--- src/rtl/hazard_unit_pkg.sv ---
// Shared constants and helpers for the decode-stage hazard detector.
// Latency: n/a (package only, no logic state).
// Backpressure: n/a; the stall it produces is the pipeline's backpressure.
package hazard_unit_pkg;

    // Register-address and opcode widths used across the core's decode path.
    localparam int REG_ADDR_LEN_DFLT = 5;
    localparam int OP_CODE_LEN       = 4;

    // Default width of the performance stall counter.
    localparam int CNT_LEN_DFLT      = 16;

    // Register 0 is hard-wired to zero, so it can never carry a dependency.
    localparam int ZERO_REG          = 0;

    // A shadow entry produces a RAW match against a source only when the
    // entry holds a real instruction that writes back, the addresses agree
    // and the source is not the zero register.
    function automatic logic entry_match(
        input logic entry_v,
        input logic entry_wb,
        input logic addr_eq,
        input logic src_nonzero
    );
        return entry_v & entry_wb & addr_eq & src_nonzero;
    endfunction

endpackage : hazard_unit_pkg

--- src/rtl/hazard_unit_stage_shadow.sv ---
// Two-entry shadow of the destination registers in flight in EXE and MEM.
// Latency: 1 cycle per stage; MEM always takes last cycle's EXE entry.
// Backpressure: none; a bubble input replaces the incoming EXE entry.
module stage_shadow
    import hazard_unit_pkg::*;
#(
    parameter int REG_ADDR_LEN = REG_ADDR_LEN_DFLT
) (
    input  logic                    clk,
    input  logic                    rst,
    // Candidate entry for EXE: the instruction currently in ID.
    input  logic                    i_in_v,
    input  logic [REG_ADDR_LEN-1:0] i_in_dest,
    input  logic                    i_in_wb,
    input  logic                    i_in_ld,
    // Replace the candidate with a bubble (stall or flush).
    input  logic                    i_bubble,
    // EXE entry.
    output logic                    o_exe_v,
    output logic [REG_ADDR_LEN-1:0] o_exe_dest,
    output logic                    o_exe_wb,
    output logic                    o_exe_ld,
    // MEM entry; the load flag is dropped because forwarding covers MEM.
    output logic                    o_mem_v,
    output logic [REG_ADDR_LEN-1:0] o_mem_dest,
    output logic                    o_mem_wb
);

    logic                    r_exe_v;
    logic [REG_ADDR_LEN-1:0] r_exe_dest;
    logic                    r_exe_wb;
    logic                    r_exe_ld;
    logic                    r_mem_v;
    logic [REG_ADDR_LEN-1:0] r_mem_dest;
    logic                    r_mem_wb;

    // EXE stage: accept the ID instruction, or a bubble when it is held/squashed.
    always_ff @(posedge clk) begin
        if (rst) begin
            r_exe_v    <= 1'b0;
            r_exe_dest <= '0;
            r_exe_wb   <= 1'b0;
            r_exe_ld   <= 1'b0;
        end else if (i_bubble) begin
            r_exe_v    <= 1'b0;
            r_exe_dest <= '0;
            r_exe_wb   <= 1'b0;
            r_exe_ld   <= 1'b0;
        end else begin
            r_exe_v    <= i_in_v;
            r_exe_dest <= i_in_dest;
            r_exe_wb   <= i_in_wb;
            r_exe_ld   <= i_in_ld;
        end
    end

    // MEM stage: EXE never stalls, so MEM unconditionally follows it.
    always_ff @(posedge clk) begin
        if (rst) begin
            r_mem_v    <= 1'b0;
            r_mem_dest <= '0;
            r_mem_wb   <= 1'b0;
        end else begin
            r_mem_v    <= r_exe_v;
            r_mem_dest <= r_exe_dest;
            r_mem_wb   <= r_exe_wb;
        end
    end

    assign o_exe_v    = r_exe_v;
    assign o_exe_dest = r_exe_dest;
    assign o_exe_wb   = r_exe_wb;
    assign o_exe_ld   = r_exe_ld;
    assign o_mem_v    = r_mem_v;
    assign o_mem_dest = r_mem_dest;
    assign o_mem_wb   = r_mem_wb;

endmodule : stage_shadow

--- src/rtl/hazard_unit.sv ---
// Decode-stage RAW hazard detector with flush bubbles and a stall counter.
// Latency: hazard_detected is combinational from the ID inputs and shadow.
// Backpressure: hazard_detected is the stall request to controller and IF/ID.
module hazard_unit
    import hazard_unit_pkg::*;
#(
    parameter bit FORWARD_EN   = 1'b1,
    parameter int REG_ADDR_LEN = REG_ADDR_LEN_DFLT,
    parameter int CNT_LEN      = CNT_LEN_DFLT
) (
    input  logic                    clk,
    input  logic                    rst,
    input  logic                    id_valid,
    input  logic [REG_ADDR_LEN-1:0] src1,
    input  logic [REG_ADDR_LEN-1:0] src2,
    input  logic                    src2_used,
    input  logic [REG_ADDR_LEN-1:0] id_dest,
    input  logic                    id_wb_en,
    input  logic                    id_mem_r_en,
    input  logic                    flush,
    output logic                    hazard_detected,
    output logic [CNT_LEN-1:0]      stall_count
);

    localparam logic [REG_ADDR_LEN-1:0] ZERO_ADDR = REG_ADDR_LEN'(ZERO_REG);
    localparam logic [CNT_LEN-1:0]      CNT_ONE   = {{(CNT_LEN-1){1'b0}}, 1'b1};
    localparam logic [CNT_LEN-1:0]      CNT_MAX   = {CNT_LEN{1'b1}};

    // Shadow outputs.
    logic                    w_exe_v;
    logic [REG_ADDR_LEN-1:0] w_exe_dest;
    logic                    w_exe_wb;
    logic                    w_exe_ld;
    logic                    w_mem_v;
    logic [REG_ADDR_LEN-1:0] w_mem_dest;
    logic                    w_mem_wb;

    // Source liveness and per-entry matches.
    logic w_live1;
    logic w_live2;
    logic w_exe_hit1;
    logic w_exe_hit2;
    logic w_mem_hit1;
    logic w_mem_hit2;
    logic w_exe_hit;
    logic w_mem_hit;
    logic w_raw;
    logic w_hazard;
    logic w_bubble;

    logic [CNT_LEN-1:0] r_stall_count;

    assign w_live1 = id_valid;
    assign w_live2 = id_valid & src2_used;

    assign w_exe_hit1 = w_live1 & entry_match(w_exe_v, w_exe_wb,
                                              (w_exe_dest == src1), (src1 != ZERO_ADDR));
    assign w_exe_hit2 = w_live2 & entry_match(w_exe_v, w_exe_wb,
                                              (w_exe_dest == src2), (src2 != ZERO_ADDR));
    assign w_mem_hit1 = w_live1 & entry_match(w_mem_v, w_mem_wb,
                                              (w_mem_dest == src1), (src1 != ZERO_ADDR));
    assign w_mem_hit2 = w_live2 & entry_match(w_mem_v, w_mem_wb,
                                              (w_mem_dest == src2), (src2 != ZERO_ADDR));

    // Both sources hitting the same entry collapse into one stall request.
    assign w_exe_hit = w_exe_hit1 | w_exe_hit2;
    assign w_mem_hit = w_mem_hit1 | w_mem_hit2;

    // With forwarding only a load in EXE cannot be covered (data arrives
    // after MEM); without it any producer still in EXE or MEM blocks ID.
    generate
        if (FORWARD_EN) begin : g_fwd
            assign w_raw = w_exe_hit & w_exe_ld;
        end else begin : g_nofwd
            assign w_raw = w_exe_hit | w_mem_hit;
        end
    endgenerate

    // A flushed ID instruction is dead, so it can never request a stall.
    assign w_hazard = w_raw & ~flush;

    // Stalled or squashed instructions leave a bubble behind in EXE.
    assign w_bubble = w_hazard | flush;

    stage_shadow #(
        .REG_ADDR_LEN (REG_ADDR_LEN)
    ) u_stage_shadow (
        .clk        (clk),
        .rst        (rst),
        .i_in_v     (id_valid),
        .i_in_dest  (id_dest),
        .i_in_wb    (id_wb_en),
        .i_in_ld    (id_mem_r_en),
        .i_bubble   (w_bubble),
        .o_exe_v    (w_exe_v),
        .o_exe_dest (w_exe_dest),
        .o_exe_wb   (w_exe_wb),
        .o_exe_ld   (w_exe_ld),
        .o_mem_v    (w_mem_v),
        .o_mem_dest (w_mem_dest),
        .o_mem_wb   (w_mem_wb)
    );

    // Stall counter: one per stalled cycle, sticks at all-ones instead of wrapping.
    always_ff @(posedge clk) begin
        if (rst) begin
            r_stall_count <= '0;
        end else if (w_hazard && (r_stall_count != CNT_MAX)) begin
            r_stall_count <= r_stall_count + CNT_ONE;
        end
    end

    assign hazard_detected = w_hazard;
    assign stall_count     = r_stall_count;

endmodule : hazard_unit

--- config.mk ---
export PLATFORM = sky130hd
export DESIGN_NAME = hazard_unit
export DESIGN_NICKNAME = d
export VERILOG_FILES = /design/src/rtl/hazard_unit_pkg.sv /design/src/rtl/hazard_unit_stage_shadow.sv /design/src/rtl/hazard_unit.sv
export SDC_FILE = /design/constraint.sdc
export NUM_CORES = 1
export LEC_CHECK = 0
export ABC_AREA = 0
export CAP_MARGIN = 20
export CORE_UTILIZATION = 25
export CTS_BUF_LIST = sky130_fd_sc_hd__clkbuf_8
export CTS_CLUSTER_SIZE = 10
export DETAILED_ROUTE_END_ITERATION = 8
export GPL_ROUTABILITY_DRIVEN = 0
export GPL_TIMING_DRIVEN = 0
export SLEW_MARGIN = 15
export SYNTH_ARGS = -nofsm -noshare
export SYNTH_HDL_FRONTEND = slang
export SYNTH_SLANG_ARGS = --single-unit
--- constraint.sdc ---
create_clock -name clk -period 2 [get_ports clk]
set_input_delay 0.4 -clock clk [delete_from_list [all_inputs] [get_ports clk]]
set_output_delay 0.4 -clock clk [all_outputs]
set_load 0.1 [all_outputs]
==> impl_metrics.yaml <==
drt:
  wl_per_cell_um: 13.9
  via_per_inst: 5.10
  wl_mm: 3.46
  first_pass_iters: 6
  drt_iter0_markers: 49
  drtAntennaViolNets: 0
  drcViolationCount: 0
  vias: 1271
synthesis:
  synth_top_flop_cell: "dfxtp_1"
  yosys_register_bits: 24
  syn_area_per_cell_um2: 8.53
  synth_largest_area_cell: "dfxtp_1"
  synth_top_cell_area_share: 0.405
  ys_types: 32
  synth_nets: 162
  syn_area_um2: 1190
  synth_area_leaders: "dfxtp_1 (41%), a21oi_1 (5.9%), xnor2_1 (5.9%), and2_1 (5.8%), or3_1 (4.2%)"
  async_reset_ff_frac: 0
  synth_edf_count: 0
  yosys_warnings: 0
  syn_inst: 139
  seq_area_frac_synth: 0.405
timing:
  relSlewSlack: 0.360
  setup_tns_ns: -0.681
  fmaxAchievable_mhz: 460
  holdWs_ns: 0.489
  layout_setup_ws_ns: -0.174
  rsz0062_at_grt: "true"
  finClkSkew_ns: 0.00249
  min_period_ns: 2.17
  maxSlewViolCount: 0
  worstMarginPinSlew_ns: 0.964
  period_share: 1.09
  setup_viol: 8
  finalHoldViolations: 0
finish:
  drive_gt1_frac: 0.386
  area_growth_pct: 69.9
  final_nets: 221
  diodes: 0
clock_network:
  cts_buffers: 3
  cts-htree-levels: 1
  ctsHoldBuffers: 0
  cts_tree: "yes"
  cts_sinks: 24
  max-clock-path-buffers: 2
  clock_latency_ns: 0.27
  clk_pin_slew_worst_paths_ns: 0.09
  root_buffer: "clkbuf_8"
grt:
  track_usage: 0.143
  grt.overflow.total: 0
  top_usage_layer: "met2"
  grt_use_met1: 0.172
  grt_use_met3: 0.0214
  grt_antenna_before_repair: 0
  grt_pass1_wl_mm: 5.52
  first_global_vias: 1168
  use_met2: 0.247
  grt_max_degree: 15
power:
  p_comb_frac: 0.103
  p_per_area_nw_per_um2: 504
  p_clk_frac: 0.424
  seqPwrFrac: 0.473
  worst_ir_drop_vdd_v: 0.000275
  swShare: 0.210
  leakage_nw: 0.803
  p_int_uw: 803
  switchingPower_uw: 213
floorplan:
  die_x_um: 70.9
  rows: 24
  start_util: 0.267
  core_um2: 4440
  io_pins: 39
  die-area_um2: 5020
  die_h_um: 70.9
placed_design:
  dp_hpwl_mm: 2.21
  port_buffers: 37
setup_path:
  worst-setup-path-type: "reg2out"
  cp-start-kind: "flop"
  end_kind: "output port"
  required_ns: 1.60
  crit_path_max_fanout: 4
  critPathArrivalTime_ns: 1.77
run_status:
  violations: "negative setup slack"
  outcome: "complete, but fails checks"
min_path:
  min_path_type: "reg2reg"
run:
  cap_violations: 0
## flip-flops by register name (all words and copies together) (netlist names)
signal / cells
u_stage_shadow.o_exe_v: 1
u_stage_shadow.o_exe_wb: 1
stall_count: 16
u_stage_shadow.o_exe_ld: 1
u_stage_shadow.o_exe_dest: 5
## metrics by stage
stage               area [um2]  power, mW  worst slack [ns]   util  instances
floorplan                 1260      0.523            -0.108      -        139
global placement          1690      0.574             -1.37  0.381        228
detailed placement        1690      0.575             -1.37  0.381        228
CTS                       1980       1.02            -0.149  0.445        245
global route              2020       1.05            -0.244  0.454        249
finish                    2020       1.02            -0.174  0.454        249
## power by group through the flow
| stage | logic (mW) | registers (mW) | clock network (mW) |
|---|---|---|---|
| final | 0.105 | 0.481 | 0.431 |
| after global routing | 0.112 | 0.482 | 0.457 |
| after CTS | 0.0982 | 0.481 | 0.446 |
| after detailed placement | 0.0836 | 0.491 | 0 |
| after global placement | 0.0832 | 0.491 | 0 |
| after floorplan | 0.0334 | 0.490 | 0 |
## final timing paths
check	endpoint	startpoint	depth (start not counted)	slack, ns
min reg2reg	stall_count[10]	stall_count[10]	2	0.49
max reg2reg	stall_count[5]	u_stage_shadow.o_exe_dest[3]	6	-0.15
max	hazard_detected	u_stage_shadow.o_exe_dest[0]	5	-0.17
min	stall_count[10]	stall_count[10]	2	0.49
## worst max-delay path, cell delays in order (launching register included)
cell and delay, ns:
dfxtp_2 0.35, xnor2_2 0.14, nand3_2 0.15, or3_4 0.44
a21oi_4 0.23, buf_12 0.20
## cells by family (layout without fill, tap and decap cells)
group | count (synthesis) | after routing | share of synthesized area
AO/OA/AOI/OAI | 31 | 32 | 0.154
adder cells (fa/ha/maj) | 1 | 1 | 0.0105
AND/OR/NAND/NOR | 68 | 68 | 0.332
XOR/XNOR | 9 | 9 | 0.0665
multiplexers | 2 | 2 | 0.0179
flip-flops | 24 | 24 | 0.405
buffers and inverters | 4 | 61 | 0.0137
## metal layers
layer | wire, um | up-vias
met3 | 79 | 8
met4 | 95 | 0
li1 | - | 638
met5 | 0 | -
met2 | 1750 | 29
met1 | 1530 | 596
## cells in the final DEF (no fill, tap or decap), types with 3 or more instances in the layout
cell type	synthesis	layout
or3_1	8	7
nand4_1	5	5
and3_1	3	3
and2_1	11	10
dfxtp_1	24	4
nor3_1	5	3
buf_2	1	5
clkbuf_8	0	3
xnor2_1	8	3
clkdlybuf4s50_1	0	7
dfxtp_2	0	12
o21ai_0	9	6
or4_1	5	3
nand3_1	7	5
o31ai_1	3	3
nand2_1	9	8
nor2_1	6	4
xnor2_2	0	5
dfxtp_4	0	8
a21oi_1	14	11
buf_4	0	15
dlygate4sd2_1	0	21
## cell usage after synthesis (2+ instances only)
| master | number |
|---|---|
| and2_1 | 11 |
| nor3_1 | 5 |
| nand3b_1 | 2 |
| and3_1 | 3 |
| or4_1 | 5 |
| o21ai_0 | 9 |
| xnor2_1 | 8 |
| or3_1 | 8 |
| nand3_1 | 7 |
| nand2_1 | 9 |
| dfxtp_1 | 24 |
| nor4_1 | 2 |
| o31ai_1 | 3 |
| nand4_1 | 5 |
| nor2_1 | 6 |
| a21oi_1 | 14 |
| a31oi_1 | 2 |
| and4_1 | 2 |
## area by class of cell
| type | instances | area [um2] |
|---|---|---|
| well taps | 52 | 65.1 |
| fillers | 441 | 2430 |
| clock inverters | 1 | 30.0 |
| plain buffers | 2 | 7.51 |
| repair buffers | 54 | 454 |
| clock buffers | 3 | 41.3 |
| multi-input cells | 112 | 888 |
| inverters | 1 | 3.75 |
| flip-flops and latches | 24 | 526 |
## timing repair
item                       in CTS  in global routing
setup endpoints to repair      41                 23
cloned                          1                  0
pin swaps                      38                 10
buffers inserted               13                  5
gates resized for setup        85                 12
(Power assumes the default switching activity.)
